`src/rtl/riscv_boot_pkg.sv`:
```
// rtl/riscv_boot_pkg.sv - boot loader state encoding and SRAM control constants
package riscv_boot_pkg;

  typedef enum logic [2:0] {
    IDLE   = 3'd0,
    LOAD   = 3'd1,
    VERIFY = 3'd2,
    RUN    = 3'd3,
    ERROR  = 3'd4
  } boot_state_t;

  localparam logic       CSN_ON  = 1'b0;
  localparam logic       CSN_OFF = 1'b1;
  localparam logic       WEN_WR  = 1'b0;
  localparam logic       WEN_RD  = 1'b1;
  localparam logic [3:0] BE_ALL  = 4'b1111;
  localparam logic [3:0] BE_NONE = 4'b0000;

endpackage

```
`src/rtl/imem_boot_loader_if.sv`:
```
// rtl/imem_boot_loader_if.sv - image stream, core fetch port and I-memory SRAM port bundle
interface imem_boot_loader_if #(
  parameter int AWIDTH = 10
);
  logic              S_VALID;
  logic              S_READY;
  logic [31:0]       S_DATA;
  logic              S_LAST;
  logic              CPU_I_MEM_CSN;
  logic [AWIDTH+1:0] CPU_I_MEM_ADDR;
  logic              MEM_CSN;
  logic              MEM_WEN;
  logic [3:0]        MEM_BE;
  logic [AWIDTH-1:0] MEM_ADDR;
  logic [31:0]       MEM_DI;
  logic [31:0]       MEM_DOUT;

  // master: the environment around the loader (stream source, core, SRAM)
  modport master (
    output S_VALID, S_DATA, S_LAST, CPU_I_MEM_CSN, CPU_I_MEM_ADDR, MEM_DOUT,
    input  S_READY, MEM_CSN, MEM_WEN, MEM_BE, MEM_ADDR, MEM_DI
  );

  modport slave (
    input  S_VALID, S_DATA, S_LAST, CPU_I_MEM_CSN, CPU_I_MEM_ADDR, MEM_DOUT,
    output S_READY, MEM_CSN, MEM_WEN, MEM_BE, MEM_ADDR, MEM_DI
  );
endinterface

```
`src/rtl/imem_port_mux.sv`:
```
// rtl/imem_port_mux.sv - selects loader or core as owner of the I-memory SRAM port
module imem_port_mux
  import riscv_boot_pkg::*;
#(
  parameter int AWIDTH = 10
) (
  input  logic              core_sel,
  input  logic              ld_csn,
  input  logic              ld_wen,
  input  logic [3:0]        ld_be,
  input  logic [AWIDTH-1:0] ld_addr,
  input  logic [31:0]       ld_di,
  input  logic              cpu_csn,
  input  logic [AWIDTH-1:0] cpu_word_addr,
  output logic              mem_csn,
  output logic              mem_wen,
  output logic [3:0]        mem_be,
  output logic [AWIDTH-1:0] mem_addr,
  output logic [31:0]       mem_di
);

  // The core port is read-only: instruction fetch never writes I-memory.
  always_comb begin
    if (core_sel) begin
      mem_csn  = cpu_csn;
      mem_wen  = WEN_RD;
      mem_be   = BE_NONE;
      mem_addr = cpu_word_addr;
      mem_di   = '0;
    end else begin
      mem_csn  = ld_csn;
      mem_wen  = ld_wen;
      mem_be   = ld_be;
      mem_addr = ld_addr;
      mem_di   = ld_di;
    end
  end

endmodule

```
`src/rtl/imem_boot_loader.sv`:
```
// rtl/imem_boot_loader.sv - loads an image into I-memory, verifies its XOR checksum, releases the core
module imem_boot_loader
  import riscv_boot_pkg::*;
#(
  parameter int AWIDTH = 10,
  parameter int SIZE   = 1024,
  parameter int DWIDTH = 32
) (
  input  logic              CLK,
  input  logic              RSTn,
  input  logic              START,
  input  logic [DWIDTH-1:0] EXP_SUM,
  imem_boot_loader_if.slave bif,
  output logic              CORE_RSTn,
  output logic              BUSY,
  output logic              DONE,
  output logic              ERR,
  output logic [AWIDTH:0]   WORD_CNT
);

  localparam logic [AWIDTH:0] SIZE_W = SIZE[AWIDTH:0];

  boot_state_t       state;
  logic [AWIDTH:0]   rd_ptr;
  logic              rd_valid;
  logic [DWIDTH-1:0] acc;
  logic [DWIDTH-1:0] exp_sum_q;

  logic              s_ready;
  logic              accept;
  logic              rd_issue;
  logic              verify_end;
  logic [DWIDTH-1:0] acc_next;

  logic              ld_csn;
  logic              ld_wen;
  logic [3:0]        ld_be;
  logic [AWIDTH-1:0] ld_addr;
  logic [31:0]       ld_di;
  logic              unused_addr_lsb;

  assign s_ready    = (state == LOAD) && (WORD_CNT < SIZE_W);
  assign accept     = bif.S_VALID && s_ready;
  assign rd_issue   = (state == VERIFY) && (rd_ptr < WORD_CNT);
  assign acc_next   = rd_valid ? (acc ^ bif.MEM_DOUT) : acc;
  // Once all reads are issued, this cycle carries the last read data, so the
  // decision uses the folded-in value and verify takes WORD_CNT+1 cycles.
  assign verify_end = (state == VERIFY) && !rd_issue;

  assign bif.S_READY     = s_ready;
  assign unused_addr_lsb = ^bif.CPU_I_MEM_ADDR[1:0];

  always_comb begin
    ld_csn  = CSN_OFF;
    ld_wen  = WEN_RD;
    ld_be   = BE_NONE;
    ld_addr = '0;
    ld_di   = '0;
    if (accept) begin
      ld_csn  = CSN_ON;
      ld_wen  = WEN_WR;
      ld_be   = BE_ALL;
      ld_addr = WORD_CNT[AWIDTH-1:0];
      ld_di   = bif.S_DATA;
    end else if (rd_issue) begin
      ld_csn  = CSN_ON;
      ld_addr = rd_ptr[AWIDTH-1:0];
    end
  end

  always_ff @(posedge CLK or negedge RSTn) begin
    if (!RSTn) begin
      state     <= IDLE;
      WORD_CNT  <= '0;
      rd_ptr    <= '0;
      rd_valid  <= 1'b0;
      acc       <= '0;
      exp_sum_q <= '0;
      CORE_RSTn <= 1'b0;
      BUSY      <= 1'b0;
      DONE      <= 1'b0;
      ERR       <= 1'b0;
    end else begin
      rd_valid  <= rd_issue;
      // Core leaves reset only from the second RUN cycle, after the port mux has switched.
      CORE_RSTn <= (state == RUN);
      case (state)
        IDLE, ERROR: begin
          if (START) begin
            state     <= LOAD;
            exp_sum_q <= EXP_SUM;
            WORD_CNT  <= '0;
            rd_ptr    <= '0;
            acc       <= '0;
            BUSY      <= 1'b1;
            ERR       <= 1'b0;
          end
        end
        LOAD: begin
          if (accept) begin
            WORD_CNT <= WORD_CNT + 1'b1;
            if (bif.S_LAST || (WORD_CNT == SIZE_W - 1'b1)) begin
              state <= VERIFY;
            end
          end
        end
        VERIFY: begin
          acc <= acc_next;
          if (rd_issue) begin
            rd_ptr <= rd_ptr + 1'b1;
          end
          if (verify_end) begin
            BUSY <= 1'b0;
            if (acc_next == exp_sum_q) begin
              state <= RUN;
              DONE  <= 1'b1;
            end else begin
              state <= ERROR;
              ERR   <= 1'b1;
            end
          end
        end
        RUN: begin
          state <= RUN;
        end
        default: begin
          state <= IDLE;
        end
      endcase
    end
  end

  imem_port_mux #(
    .AWIDTH (AWIDTH)
  ) u_port_mux (
    .core_sel      (CORE_RSTn),
    .ld_csn        (ld_csn),
    .ld_wen        (ld_wen),
    .ld_be         (ld_be),
    .ld_addr       (ld_addr),
    .ld_di         (ld_di),
    .cpu_csn       (bif.CPU_I_MEM_CSN),
    .cpu_word_addr (bif.CPU_I_MEM_ADDR[AWIDTH+1:2]),
    .mem_csn       (bif.MEM_CSN),
    .mem_wen       (bif.MEM_WEN),
    .mem_be        (bif.MEM_BE),
    .mem_addr      (bif.MEM_ADDR),
    .mem_di        (bif.MEM_DI)
  );

endmodule

```
`src/flat_wrapper.sv`:
```
// flat-port wrapper written by rule: the top's interface ports become plain ports
module imem_boot_loader_flat import riscv_boot_pkg::*;
#(
  parameter int AWIDTH = 10,
  parameter int SIZE   = 1024,
  parameter int DWIDTH = 32
)
  (CLK, RSTn, START, EXP_SUM, CORE_RSTn, BUSY, DONE, ERR, WORD_CNT, bif_S_VALID, bif_S_DATA, bif_S_LAST, bif_CPU_I_MEM_CSN, bif_CPU_I_MEM_ADDR, bif_MEM_DOUT, bif_S_READY, bif_MEM_CSN, bif_MEM_WEN, bif_MEM_BE, bif_MEM_ADDR, bif_MEM_DI);
  imem_boot_loader_if #(.AWIDTH(AWIDTH)) bif_i ();
  input  logic CLK;
  input  logic RSTn;
  input  logic START;
  input  logic [DWIDTH-1:0] EXP_SUM;
  output logic CORE_RSTn;
  output logic BUSY;
  output logic DONE;
  output logic ERR;
  output logic [AWIDTH:0] WORD_CNT;
  input wire logic [$bits(bif_i.S_VALID)-1:0] bif_S_VALID;
  input wire logic [$bits(bif_i.S_DATA)-1:0] bif_S_DATA;
  input wire logic [$bits(bif_i.S_LAST)-1:0] bif_S_LAST;
  input wire logic [$bits(bif_i.CPU_I_MEM_CSN)-1:0] bif_CPU_I_MEM_CSN;
  input wire logic [$bits(bif_i.CPU_I_MEM_ADDR)-1:0] bif_CPU_I_MEM_ADDR;
  input wire logic [$bits(bif_i.MEM_DOUT)-1:0] bif_MEM_DOUT;
  output wire logic [$bits(bif_i.S_READY)-1:0] bif_S_READY;
  output wire logic [$bits(bif_i.MEM_CSN)-1:0] bif_MEM_CSN;
  output wire logic [$bits(bif_i.MEM_WEN)-1:0] bif_MEM_WEN;
  output wire logic [$bits(bif_i.MEM_BE)-1:0] bif_MEM_BE;
  output wire logic [$bits(bif_i.MEM_ADDR)-1:0] bif_MEM_ADDR;
  output wire logic [$bits(bif_i.MEM_DI)-1:0] bif_MEM_DI;
  assign bif_i.S_VALID = bif_S_VALID;
  assign bif_i.S_DATA = bif_S_DATA;
  assign bif_i.S_LAST = bif_S_LAST;
  assign bif_i.CPU_I_MEM_CSN = bif_CPU_I_MEM_CSN;
  assign bif_i.CPU_I_MEM_ADDR = bif_CPU_I_MEM_ADDR;
  assign bif_i.MEM_DOUT = bif_MEM_DOUT;
  assign bif_S_READY = bif_i.S_READY;
  assign bif_MEM_CSN = bif_i.MEM_CSN;
  assign bif_MEM_WEN = bif_i.MEM_WEN;
  assign bif_MEM_BE = bif_i.MEM_BE;
  assign bif_MEM_ADDR = bif_i.MEM_ADDR;
  assign bif_MEM_DI = bif_i.MEM_DI;
  imem_boot_loader #(.AWIDTH(AWIDTH), .SIZE(SIZE), .DWIDTH(DWIDTH)) u_core (.CLK(CLK), .RSTn(RSTn), .START(START), .EXP_SUM(EXP_SUM), .bif(bif_i), .CORE_RSTn(CORE_RSTn), .BUSY(BUSY), .DONE(DONE), .ERR(ERR), .WORD_CNT(WORD_CNT));
endmodule
```
`config.mk`:
```
export PLATFORM = sky130hd
export DESIGN_NAME = imem_boot_loader_flat
export DESIGN_NICKNAME = d
export VERILOG_FILES = /design/src/rtl/riscv_boot_pkg.sv /design/src/rtl/imem_boot_loader_if.sv /design/src/rtl/imem_port_mux.sv /design/src/rtl/imem_boot_loader.sv /design/src/flat_wrapper.sv
export SDC_FILE = /design/constraint.sdc
export NUM_CORES = 1
export LEC_CHECK = 0
export BUFFER_PORTS_ARGS = -buffer_cell sky130_fd_sc_hd__buf_2
export CAP_MARGIN = 20
export CORE_ASPECT_RATIO = 1.5
export CORE_MARGIN = 2
export CORE_UTILIZATION = 47
export CTS_CLUSTER_DIAMETER = 80
export CTS_CLUSTER_SIZE = 14
export DETAILED_ROUTE_END_ITERATION = 10
export PLACE_DENSITY = 0.73
export SLEW_MARGIN = 25
export SYNTH_ARGS = -nofsm -noshare
export SYNTH_HDL_FRONTEND = slang
export SYNTH_SLANG_ARGS = --single-unit
```
`constraint.sdc`:
```
create_clock -name CLK -period 2.9 [get_ports CLK]
set_clock_uncertainty 0.1 [all_clocks]
set_input_delay 0.145 -clock CLK [delete_from_list [all_inputs] [get_ports CLK]]
set_output_delay 0.145 -clock CLK [all_outputs]
set_load 0.05 [all_outputs]
```
==> reports/results.txt, run 1 <==
Leakage power summed over all cells -> 4.20 nW
Number of warnings reported in the yosys synthesis log -> 0
Commonest register cell after synthesis -> dfrtp_1
Boundary Pins -> 178
Commonest non-fill, non-tap cell in the layout -> buf_2
Cell at the root of the clock tree -> clkbuf_16
Proportion of synthesized area in mux cells -> 0%
Data required time of the critical path -> 2.65 ns
Proportion of register bits with asynchronous set or reset after synthesis -> 100%
Synthesized-area fraction occupied by ao, oa, aoi and oai cells -> 17.0%
Antenna violations before repair -> 0
Worst r2r dst -> u_core.rd_ptr[5]
RePlAce Congestion -> 0.869
Setup crit start -> u_core.WORD_CNT[4]
Number of hold violations in the final report -> 0
Final-stage net count -> 1095
Maximum fanout along the worst path -> 7
Slew at the pin with the worst max-slew slack -> 0.800 ns
Number of library cell types mapped by synthesis -> 45
Via count of the first global-routing pass -> 6089
Average wire per cell in the routed design -> 16.1 microns
Critical Path Source Type -> register
Category of the critical setup timing path -> register to output pin
Final number of setup-violating endpoints -> 3
Total DRC errors in the routed layout -> 0
RSZ-0062 raised after global routing -> true
Post-synthesis instance total -> 724
Synthesized area per cell -> 8.47 sq um
Number of vias in the routed layout -> 6271
Detail-routed via count per cell -> 5.53
Max cap viols -> 0
Standard-cell row count -> 51
Achievable Freq -> 344 MHz
Pre-antenna DRT Iters -> 5
Skew-Pair Late Insertion Delay -> 0.34 ns
Reg-to-reg setup timing slack -> 0.07 ns
Arrival time at the worst endpoint -> 2.67 ns
Worst-case setup margin in the final layout -> -0.0106 ns
Final max-slew violation count -> 0
Flip-flop and latch count after synthesis -> 94
Final min period -> 2.91 ns
Area of the mapped netlist -> 0.00614 sq mm
Die footprint -> 0.0140 sq mm
Fraction of layout cells with a size suffix above 1 -> 28.0%
Clock tree sinks -> 94
Antenna diode count -> 0
Sequential share of the synthesized area -> 38.3%
I/O Buffers -> 175
Number of buffers created by CTS -> 9
Starting DRC count in detailed routing -> 386
Worst rel slew slack -> 46.7%
Start point of the worst hold path -> bif_MEM_DOUT[16]
Tcrit/Tclk final -> 100%
HPWL Detailed -> 12.4 mm
Area fraction in and, or, nand and nor cells after synthesis -> 26.2%
Maximum number of pins on one net before global-route repair -> 58
H-Tree Level Count -> 3
Clock-pin slew on the worst setup and hold paths -> 0.07 ns
Clock tree from TritonCTS -> built
Worst hold path depth -> 3
Synthesis-to-finish area growth -> 39.9%
Result of the run -> finished, violations left
Endpoint, Worst Hold -> u_core.acc[16]
Maximum number of buffers from clock root to sink -> 2
Synth Area in XOR/XNOR -> 11.9%
Combinational family with the most area after synthesis -> simple AND/OR/NAND/NOR gates
WHS -> 0.0132 ns
Crit path capture type -> output pin
Number of synthesized flops with an enable pin -> 0
Worst min path class -> input pin to register
Chip Height -> 144 microns
Post-synthesis share of cell area spent on full adders, half adders and majority gates -> 2.45%
Net Count, Synth -> 850
Total routing resource utilization after global routing -> 25.3%
Initial core utilization -> 47.6%
Power density normalized to cell area -> 821 mW/mm^2
First-pass GRT wire length -> 29.0 mm
Post-DRT Antenna Nets -> 0
Max VDD drop -> 447 uV
Final wirelength -> 18.2 mm
Floorplan Core Area -> 0.0129 sq mm
FF-to-FF Start -> u_core.WORD_CNT[4]
Power consumption -> 7.05 mW
Layout filler cell count -> 1044
Depth of the worst register-to-register path -> 10
Die span in x -> 97.3 microns
Violated checks -> setup timing
GRT Residual Overflow -> 0
Most used cells in the layout excluding fill and tap cells -> 163 x buf_2, 142 x nand2_1, 90 x o21ai_0
==> stage by stage <==
step           util (%)  area (sq um)  TNS, ns  instances  worst slack [ns]
2_1_floorplan         -          6250  -0.0307        724           -0.0109
3_3_place_gp       57.4          7400        0       1045             0.167
3_5_place_dp       57.4          7400        0       1045             0.127
4_1_cts            65.7          8460        0       1127           0.00296
5_1_grt            66.6          8590   -0.785       1133           -0.0912
6_report           66.6          8590  -0.0131       1133           -0.0106
==> cells in the mapped netlist, types with 16 or more instances <==
cell type,number,area [sq um]
o21ai_0,91,455
nand4b_1,32,280
dfrtp_1,94,2350
xnor2_1,41,359
a21oi_1,53,265
clkbuf_1,35,131
inv_1,23,86.3
nand2_1,142,533
xnor3_1,16,360
nand3_1,47,235
and2_1,37,231
nor2b_1,17,106
==> how the worst max path moves through the flow <==
stage / slack [ns] / to
finish: -0.01 / bif_MEM_ADDR[9]
global route: -0.09 / bif_MEM_ADDR[9]
CTS: 0.003 / bif_MEM_ADDR[1]
detailed placement: 0.13 / u_core.rd_ptr[10]
global placement: 0.17 / u_core.rd_ptr[8]
floorplan: -0.01 / bif_MEM_ADDR[7]
==> cell type report <==
type	count	area [sq um]	share of cell area, %
clock buffers	11	253	2.94
well taps	159	199	2.32
clock inverters	5	57.6	0.670
repair buffers	275	1890	22.0
inverters	24	90.1	1.05
flip-flops and latches	94	2360	27.5
multi-input cells	565	3740	43.6
==> routing by layer <==
metal	track usage [%]	vias up	share of wire, %
li1	-	3022	-
met1	29.9	2956	40
met2	45.7	249	52
met3	3.60	44	5.1
met4	11.1	0	3.0
met5	0	-	0
==> worst max-delay path: stages (launching register included) <==
cell and delay, ns:
dfrtp_2 0.41, inv_2 0.09, ha_4 0.20, a21o_1 0.18, a221o_1 0.36, a311oi_4 0.35
o21ai_2 0.11, inv_2 0.09, buf_6 0.14, a221oi_2 0.07, a21oi_2 0.15, buf_6 0.17
==> sequential cells by signal, summed over array words and instances (netlist names), 3 cells and up <==
| signal | count |
|---|---|
| u_core.WORD_CNT | 11 |
| u_core.rd_ptr | 11 |
| u_core.exp_sum_q | 32 |
| u_core.state | 3 |
| u_core.acc | 32 |
==> what timing repair did <==
| item | CTS | global route |
|---|---|---|
| endpoints found under the hold margin | 115 | 0 |
| setup buffers | 5 | 6 |
| hold buffers | 61 | 0 |
| endpoints found under the setup margin | 10 | 11 |
| resized for setup | 28 | 19 |
| pin swaps | 2 | 5 |
==> kinds of logic (layout without fill, tap and decap cells) <==
family          after synthesis  after routing
xor+xnor                     58             58
fa+ha+maj                    12             12
simple gates                315            315
compound gates              180            180
buf+inv                      65            315
flops                        94             94
==> power by group <==
part / total (mW) / switching (mW) / leakage [nW] / internal, mW
clock: 1.23 / 0.513 / 0.155 / 0.716
sequential: 2.00 / 0.355 / 1.24 / 1.65
combinational: 3.81 / 2.37 / 2.81 / 1.44
Power figures use the tool's default switching activity.
==> inputs of run 2 (changes only) <==
--- a/config.mk
+++ b/config.mk
@@ -13,6 +13,7 @@
 export CTS_CLUSTER_DIAMETER = 80
 export CTS_CLUSTER_SIZE = 14
 export DETAILED_ROUTE_END_ITERATION = 10
+export MAX_ROUTING_LAYER = met4
 export PLACE_DENSITY = 0.73
 export SLEW_MARGIN = 25
 export SYNTH_ARGS = -nofsm -noshare
==> run 2 against run 1 <==
The run still ends with setup timing left; critical path depth unchanged; sequential share of layout area unchanged; first-iteration DRC count increased by 1.6%; worst setup slack got worse by 0.0062 ns; sequential power about the same; global-route usage increased by 0.75 points; non-clock buffer count unchanged; critical endpoint unchanged; largest cell class unchanged; largest power group unchanged.
==> reports/results.txt, run 2 (synthesis gave the netlist of run 1 again) <==
Cell at the root of the clock tree -> clkbuf_16
Category of the critical setup timing path -> register to output pin
Critical Path, Cell by Cell -> inv_2 -> ha_4 -> a21o_1 -> a221o_1 -> a311oi_4 -> o21ai_2 -> inv_2 -> buf_6 -> a221oi_2 -> a21oi_2 -> buf_6
Clock-pin slew on the worst setup and hold paths -> 0.07 ns
Violated checks -> setup timing
Initial core utilization -> 47.6%
Average wire per cell in the routed design -> 16.1 microns
Die footprint -> 0.0140 sq mm
Buffer and inverter count on the worst path -> 4
Boundary Pins -> 178
Post-DRT Antenna Nets -> 0
Antenna violations before repair -> 0
FF+latch area -> 0.00236 sq mm
Internal cell power -> 3.81 mW
Number of vias in the routed layout -> 6276
Worst min path class -> input pin to register
Worst rel slew slack -> 47.0%
Clock tree sinks -> 94
Synthesis-to-finish area growth -> 39.9%
Delay contributed by the slowest stage of the critical path -> 0.41 ns
Leading registers by flop count -> u_core.acc x32, u_core.exp_sum_q x32
Sum of negative setup slack -> -0.0418 ns
Worst-case setup margin in the final layout -> -0.0168 ns
Final number of setup-violating endpoints -> 6
Chip Height -> 144 microns
Area of combinational cells with multiple inputs -> 0.00374 sq mm
Skew-Pair Late Insertion Delay -> 0.34 ns
Detail-routed via count per cell -> 5.54
Critical Path Source Type -> register
Maximum number of pins on one net before global-route repair -> 58
H-Tree Level Count -> 3
Commonest non-fill, non-tap cell in the layout -> buf_2
RSZ-0062 raised after global routing -> true
Slew at the pin with the worst max-slew slack -> 0.795 ns
Standard-cell row count -> 51
Relative contribution of sequential cells to total power -> 28.4%
Pre-antenna DRT Iters -> 4
Power density normalized to cell area -> 822 mW/mm^2
First-pass GRT wire length -> 29.0 mm
Arrival time at the worst endpoint -> 2.67 ns
Layout filler cell count -> 1044
Maximum number of buffers from clock root to sink -> 2
Floorplan Core Area -> 0.0129 sq mm
Switching power of the nets -> 3.25 mW
RePlAce Congestion -> 0.884
Most used cells in the layout excluding fill and tap cells -> 163 x buf_2, 142 x nand2_1, 90 x o21ai_0
Crit path capture type -> output pin
GRT Residual Overflow -> 0
Leakage power summed over all cells -> 4.20 nW
Max cap viols -> 0
Final min period -> 2.92 ns
Combinational Power Share -> 54.1%
Number of buffers created by CTS -> 9
Share of power burned in the clock network -> 17.5%
Starting DRC count in detailed routing -> 392
Number of hold violations in the final report -> 0
Final wirelength -> 18.2 mm
HPWL Detailed -> 12.4 mm
Maximum fanout along the worst path -> 7
Cell type group with the largest total delay on the critical path -> compound AO/OA/AOI/OAI gates
Tcrit/Tclk final -> 101%
I/O Buffers -> 175
Fraction of layout cells with a size suffix above 1 -> 28.0%
Clock tree from TritonCTS -> built
Data required time of the critical path -> 2.65 ns
Core utilization of the finished layout -> 66.6%
Result of the run -> finished, violations left
Max VDD drop -> 446 uV
Total routing resource utilization after global routing -> 26.0%
Antenna diode count -> 0
Achievable Freq -> 343 MHz
Die span in x -> 97.3 microns
Final-stage net count -> 1095
Total DRC errors in the routed layout -> 0
Net switching fraction of the power -> 46.0%
Final max-slew violation count -> 0
Via count of the first global-routing pass -> 6084
Cell type of the slowest stage on the worst timing path -> dfrtp_2
==> run 2: cell counts in the layout (fill, tap and decap cells not counted) <==
No cell type changed its count.
==> run 2: stage by stage <==
step	power [mW]	hold WS, ns	area (sq um)	cells	setup slack [ns]
global route	7.49	0.0102	8590	1133	-0.0912
finish	7.06	0.0114	8590	1133	-0.0168
CTS	6.97	0.00136	8460	1127	0.00296
detailed placement	5.55	0.184	7400	1045	0.127
floorplan	4.65	-0.251	6250	724	-0.0109
global placement	5.48	0.176	7400	1045	0.167
==> run 2: per-layer routing <==
metal	share of wire (%)	global-route usage, %	vias to the layer above
li1	-	-	3021
met5	0	-	-
met4	3.1	11.1	0
met2	52	45.7	226
met3	4.4	3.31	52
met1	41	30.2	2977
==> run 2: repair_timing <==
item	4_1_cts	5_1_grt
setup endpoints to repair	10	11
pin swaps	2	5
buffers inserted	5	6
hold buffers	61	0
endpoints found under the hold margin	115	0
resized for setup	28	19
==> run 2: worst paths after layout <==
kind / cells past startpoint / end / slack, ns / from
hold reg to reg: 1 / u_core.BUSY / 0.38 / u_core.BUSY
min in group asynchronous: 2 / u_core.exp_sum_q[21] / 0.33 / RSTn
setup reg to reg: 10 / u_core.rd_ptr[5] / 0.07 / u_core.WORD_CNT[4]
max in group asynchronous: 3 / u_core.acc[7] / 1.67 / RSTn
setup / recovery: 11 / bif_MEM_ADDR[9] / -0.02 / u_core.WORD_CNT[4]
hold / removal: 3 / u_core.acc[12] / 0.01 / bif_MEM_DOUT[12]
==> run 2: layout make-up <==
cell class | count | share of cell area (%)
multi-input combinational | 565 | 43.6
clock buffer | 11 | 2.94
timing repair buffer | 275 | 22.0
sequential | 94 | 27.5
inverter | 24 | 1.05
clock inverter | 5 | 0.670
tap | 159 | 2.32
==> run 2: worst register-to-register path: cells and delay by family, from the launching register on <==
kind / cells / cell delay [ns]
AND/OR/NAND/NOR: 1 / 0.51
adder cells (fa/ha/maj): 1 / 0.20
buffers and inverters: 3 / 0.38
flip-flops: 1 / 0.41
AO/OA/AOI/OAI: 5 / 1.15
==> run 2: power by group through the flow <==
stage	sequential, mW	combinational, mW	clock, mW
2_1_floorplan	2.04	2.61	0
3_3_place_gp	2.00	3.48	0
3_5_place_dp	2.02	3.53	0
4_1_cts	2.00	3.73	1.24
5_1_grt	2.05	4.13	1.31
6_report	2.01	3.82	1.23
==> inputs of run 3 (changes only) <==
--- a/config.mk
+++ b/config.mk
@@ -14,7 +14,7 @@
 export CTS_CLUSTER_SIZE = 14
 export DETAILED_ROUTE_END_ITERATION = 10
 export MAX_ROUTING_LAYER = met4
-export PLACE_DENSITY = 0.73
+export PLACE_DENSITY = 0.79
 export SLEW_MARGIN = 25
 export SYNTH_ARGS = -nofsm -noshare
 export SYNTH_HDL_FRONTEND = slang
==> run 3 against run 2 <==
The flow still finishes with violations (setup timing); critical endpoint is now bif_MEM_ADDR[4]; cell count is 0.35% lower; largest cell class unchanged; maximum frequency is 0.16% lower; critical path type unchanged; final area is 0.83% higher.
==> reports/results.txt, run 3 (synthesis gave the netlist of run 1 again) <==
Skew-Pair Late Insertion Delay -> 0.34 ns
Net switching fraction of the power -> 45.5%
Detail-routed via count per cell -> 5.64
GRT Residual Overflow -> 0
Max cap viols -> 0
I/O Buffers -> 175
Combinational Power Share -> 53.4%
Antenna diode count -> 0
Category of the critical setup timing path -> register to output pin
Cell at the root of the clock tree -> clkbuf_16
Depth of the worst register-to-register path -> 10
Total routing resource utilization after global routing -> 26.6%
Leading registers by flop count -> u_core.acc x32, u_core.exp_sum_q x32
Switching power of the nets -> 3.32 mW
RSZ-0062 raised after global routing -> true
Clock tree from TritonCTS -> built
Average wire per cell in the routed design -> 17.1 microns
Via count of the first global-routing pass -> 6163
Layout filler cell count -> 1009
Starting DRC count in detailed routing -> 317
Crit path capture type -> output pin
Die footprint -> 0.0140 sq mm
Final max-slew violation count -> 0
Fraction of layout cells with a size suffix above 1 -> 27.9%
Initial core utilization -> 47.6%
Antenna violations before repair -> 0
Maximum number of pins on one net before global-route repair -> 82
Floorplan Core Area -> 0.0129 sq mm
Final min period -> 2.92 ns
Final-stage net count -> 1091
Commonest non-fill, non-tap cell in the layout -> buf_2
Internal cell power -> 3.98 mW
Achievable Freq -> 342 MHz
Number of buffers created by CTS -> 9
Final wirelength -> 19.3 mm
Total DRC errors in the routed layout -> 0
Worst-case setup margin in the final layout -> -0.0214 ns
Number of hold violations in the final report -> 0
Tcrit/Tclk final -> 101%
Area of combinational cells with multiple inputs -> 0.00379 sq mm
HPWL Detailed -> 12.3 mm
Worst min path class -> input pin to register
Result of the run -> finished, violations left
Sum of negative setup slack -> -0.0382 ns
Share of power burned in the clock network -> 19.0%
Arrival time at the worst endpoint -> 2.68 ns
Critical Path Source Type -> register
Worst hold path depth -> 3
Chip Height -> 144 microns
Pre-antenna DRT Iters -> 6
Maximum number of buffers from clock root to sink -> 2
Reg-to-reg setup timing slack -> 0.21 ns
First-pass GRT wire length -> 29.0 mm
Clock-pin slew on the worst setup and hold paths -> 0.07 ns
Final number of setup-violating endpoints -> 3
Clock tree sinks -> 94
Boundary Pins -> 178
Leakage power summed over all cells -> 4.20 nW
Post-DRT Antenna Nets -> 0
Violated checks -> setup timing
Slew at the pin with the worst max-slew slack -> 0.720 ns
Minimum setup slack after placement -> 0.140 ns
H-Tree Level Count -> 3
Number of vias in the routed layout -> 6373
Synthesis-to-finish area growth -> 41.1%
Worst rel slew slack -> 52.0%
Standard-cell row count -> 51
Data required time of the critical path -> 2.65 ns
Core utilization of the finished layout -> 67.2%
Maximum fanout along the worst path -> 5
Most used cells in the layout excluding fill and tap cells -> 164 x buf_2, 142 x nand2_1, 90 x o21ai_0
Max VDD drop -> 485 uV
Power consumption -> 7.30 mW
Power density normalized to cell area -> 843 mW/mm^2
RePlAce Congestion -> 0.908
FF+latch area -> 0.00236 sq mm
Die span in x -> 97.3 microns
Relative contribution of sequential cells to total power -> 27.6%
==> run 3: power by group through the flow <==
stage | clock, mW | combinational (mW) | sequential [mW]
6_report | 1.39 | 3.90 | 2.02
5_1_grt | 1.44 | 4.23 | 2.06
4_1_cts | 1.39 | 3.71 | 1.99
3_5_place_dp | 0 | 3.55 | 2.01
3_3_place_gp | 0 | 3.49 | 2.00
2_1_floorplan | 0 | 2.61 | 2.04
==> run 3: path summary, 6_finish.rpt <==
| check | startpoint | to |
|---|---|---|
| setup / recovery | u_core.WORD_CNT[5] | bif_MEM_ADDR[4] |
| hold / removal | bif_MEM_DOUT[20] | u_core.acc[20] |
| setup reg to reg | u_core.WORD_CNT[5] | u_core.rd_ptr[4] |
| hold reg to reg | u_core.BUSY | u_core.BUSY |
| max in group asynchronous | RSTn | u_core.exp_sum_q[5] |
| min in group asynchronous | RSTn | u_core.exp_sum_q[24] |
==> run 3: layer usage <==
| layer | part of all wire (%) | GRT usage [%] |
|---|---|---|
| met1 | 38 | 28.5 |
| met2 | 53 | 49.1 |
| met3 | 5.3 | 3.40 |
| met4 | 3.6 | 11.8 |
| met5 | 0 | - |
==> run 3: layout make-up <==
type | instances | area share, %
multi-input cells | 565 | 43.7
flip-flops and latches | 94 | 27.3
well taps | 159 | 2.30
clock buffers | 10 | 2.76
inverters | 24 | 1.04
repair buffers | 271 | 21.6
clock inverters | 6 | 1.26
==> run 3: critical path, stage by stage, from the launching register on <==
cell       delay (ns)
dfrtp_2          0.38
inv_1            0.05
ha_1             0.30
and2_4           0.16
a221o_1          0.38
a311oi_4         0.26
o21ai_2          0.12
inv_2            0.13
clkbuf_16        0.17
a221oi_2         0.07
a21oi_4          0.14
buf_6            0.17
==> run 3: stage by stage <==
stage,instance area (sq um),instances,hold slack [ns]
after CTS,8420,1120,0.000527
after global routing,8660,1129,0.00284
final,8660,1129,0.00216
after floorplan,6250,724,-0.251
after global placement,7380,1042,0.135
after detailed placement,7380,1042,0.136
==> run 3: repair_timing <==
item,in CTS,in global routing
hold buffers,60,0
endpoints found under the setup margin,10,10
gates resized for setup,22,26
cloned,0,1
pin swaps,2,0
endpoints found under the hold margin,111,0
setup buffers,2,8
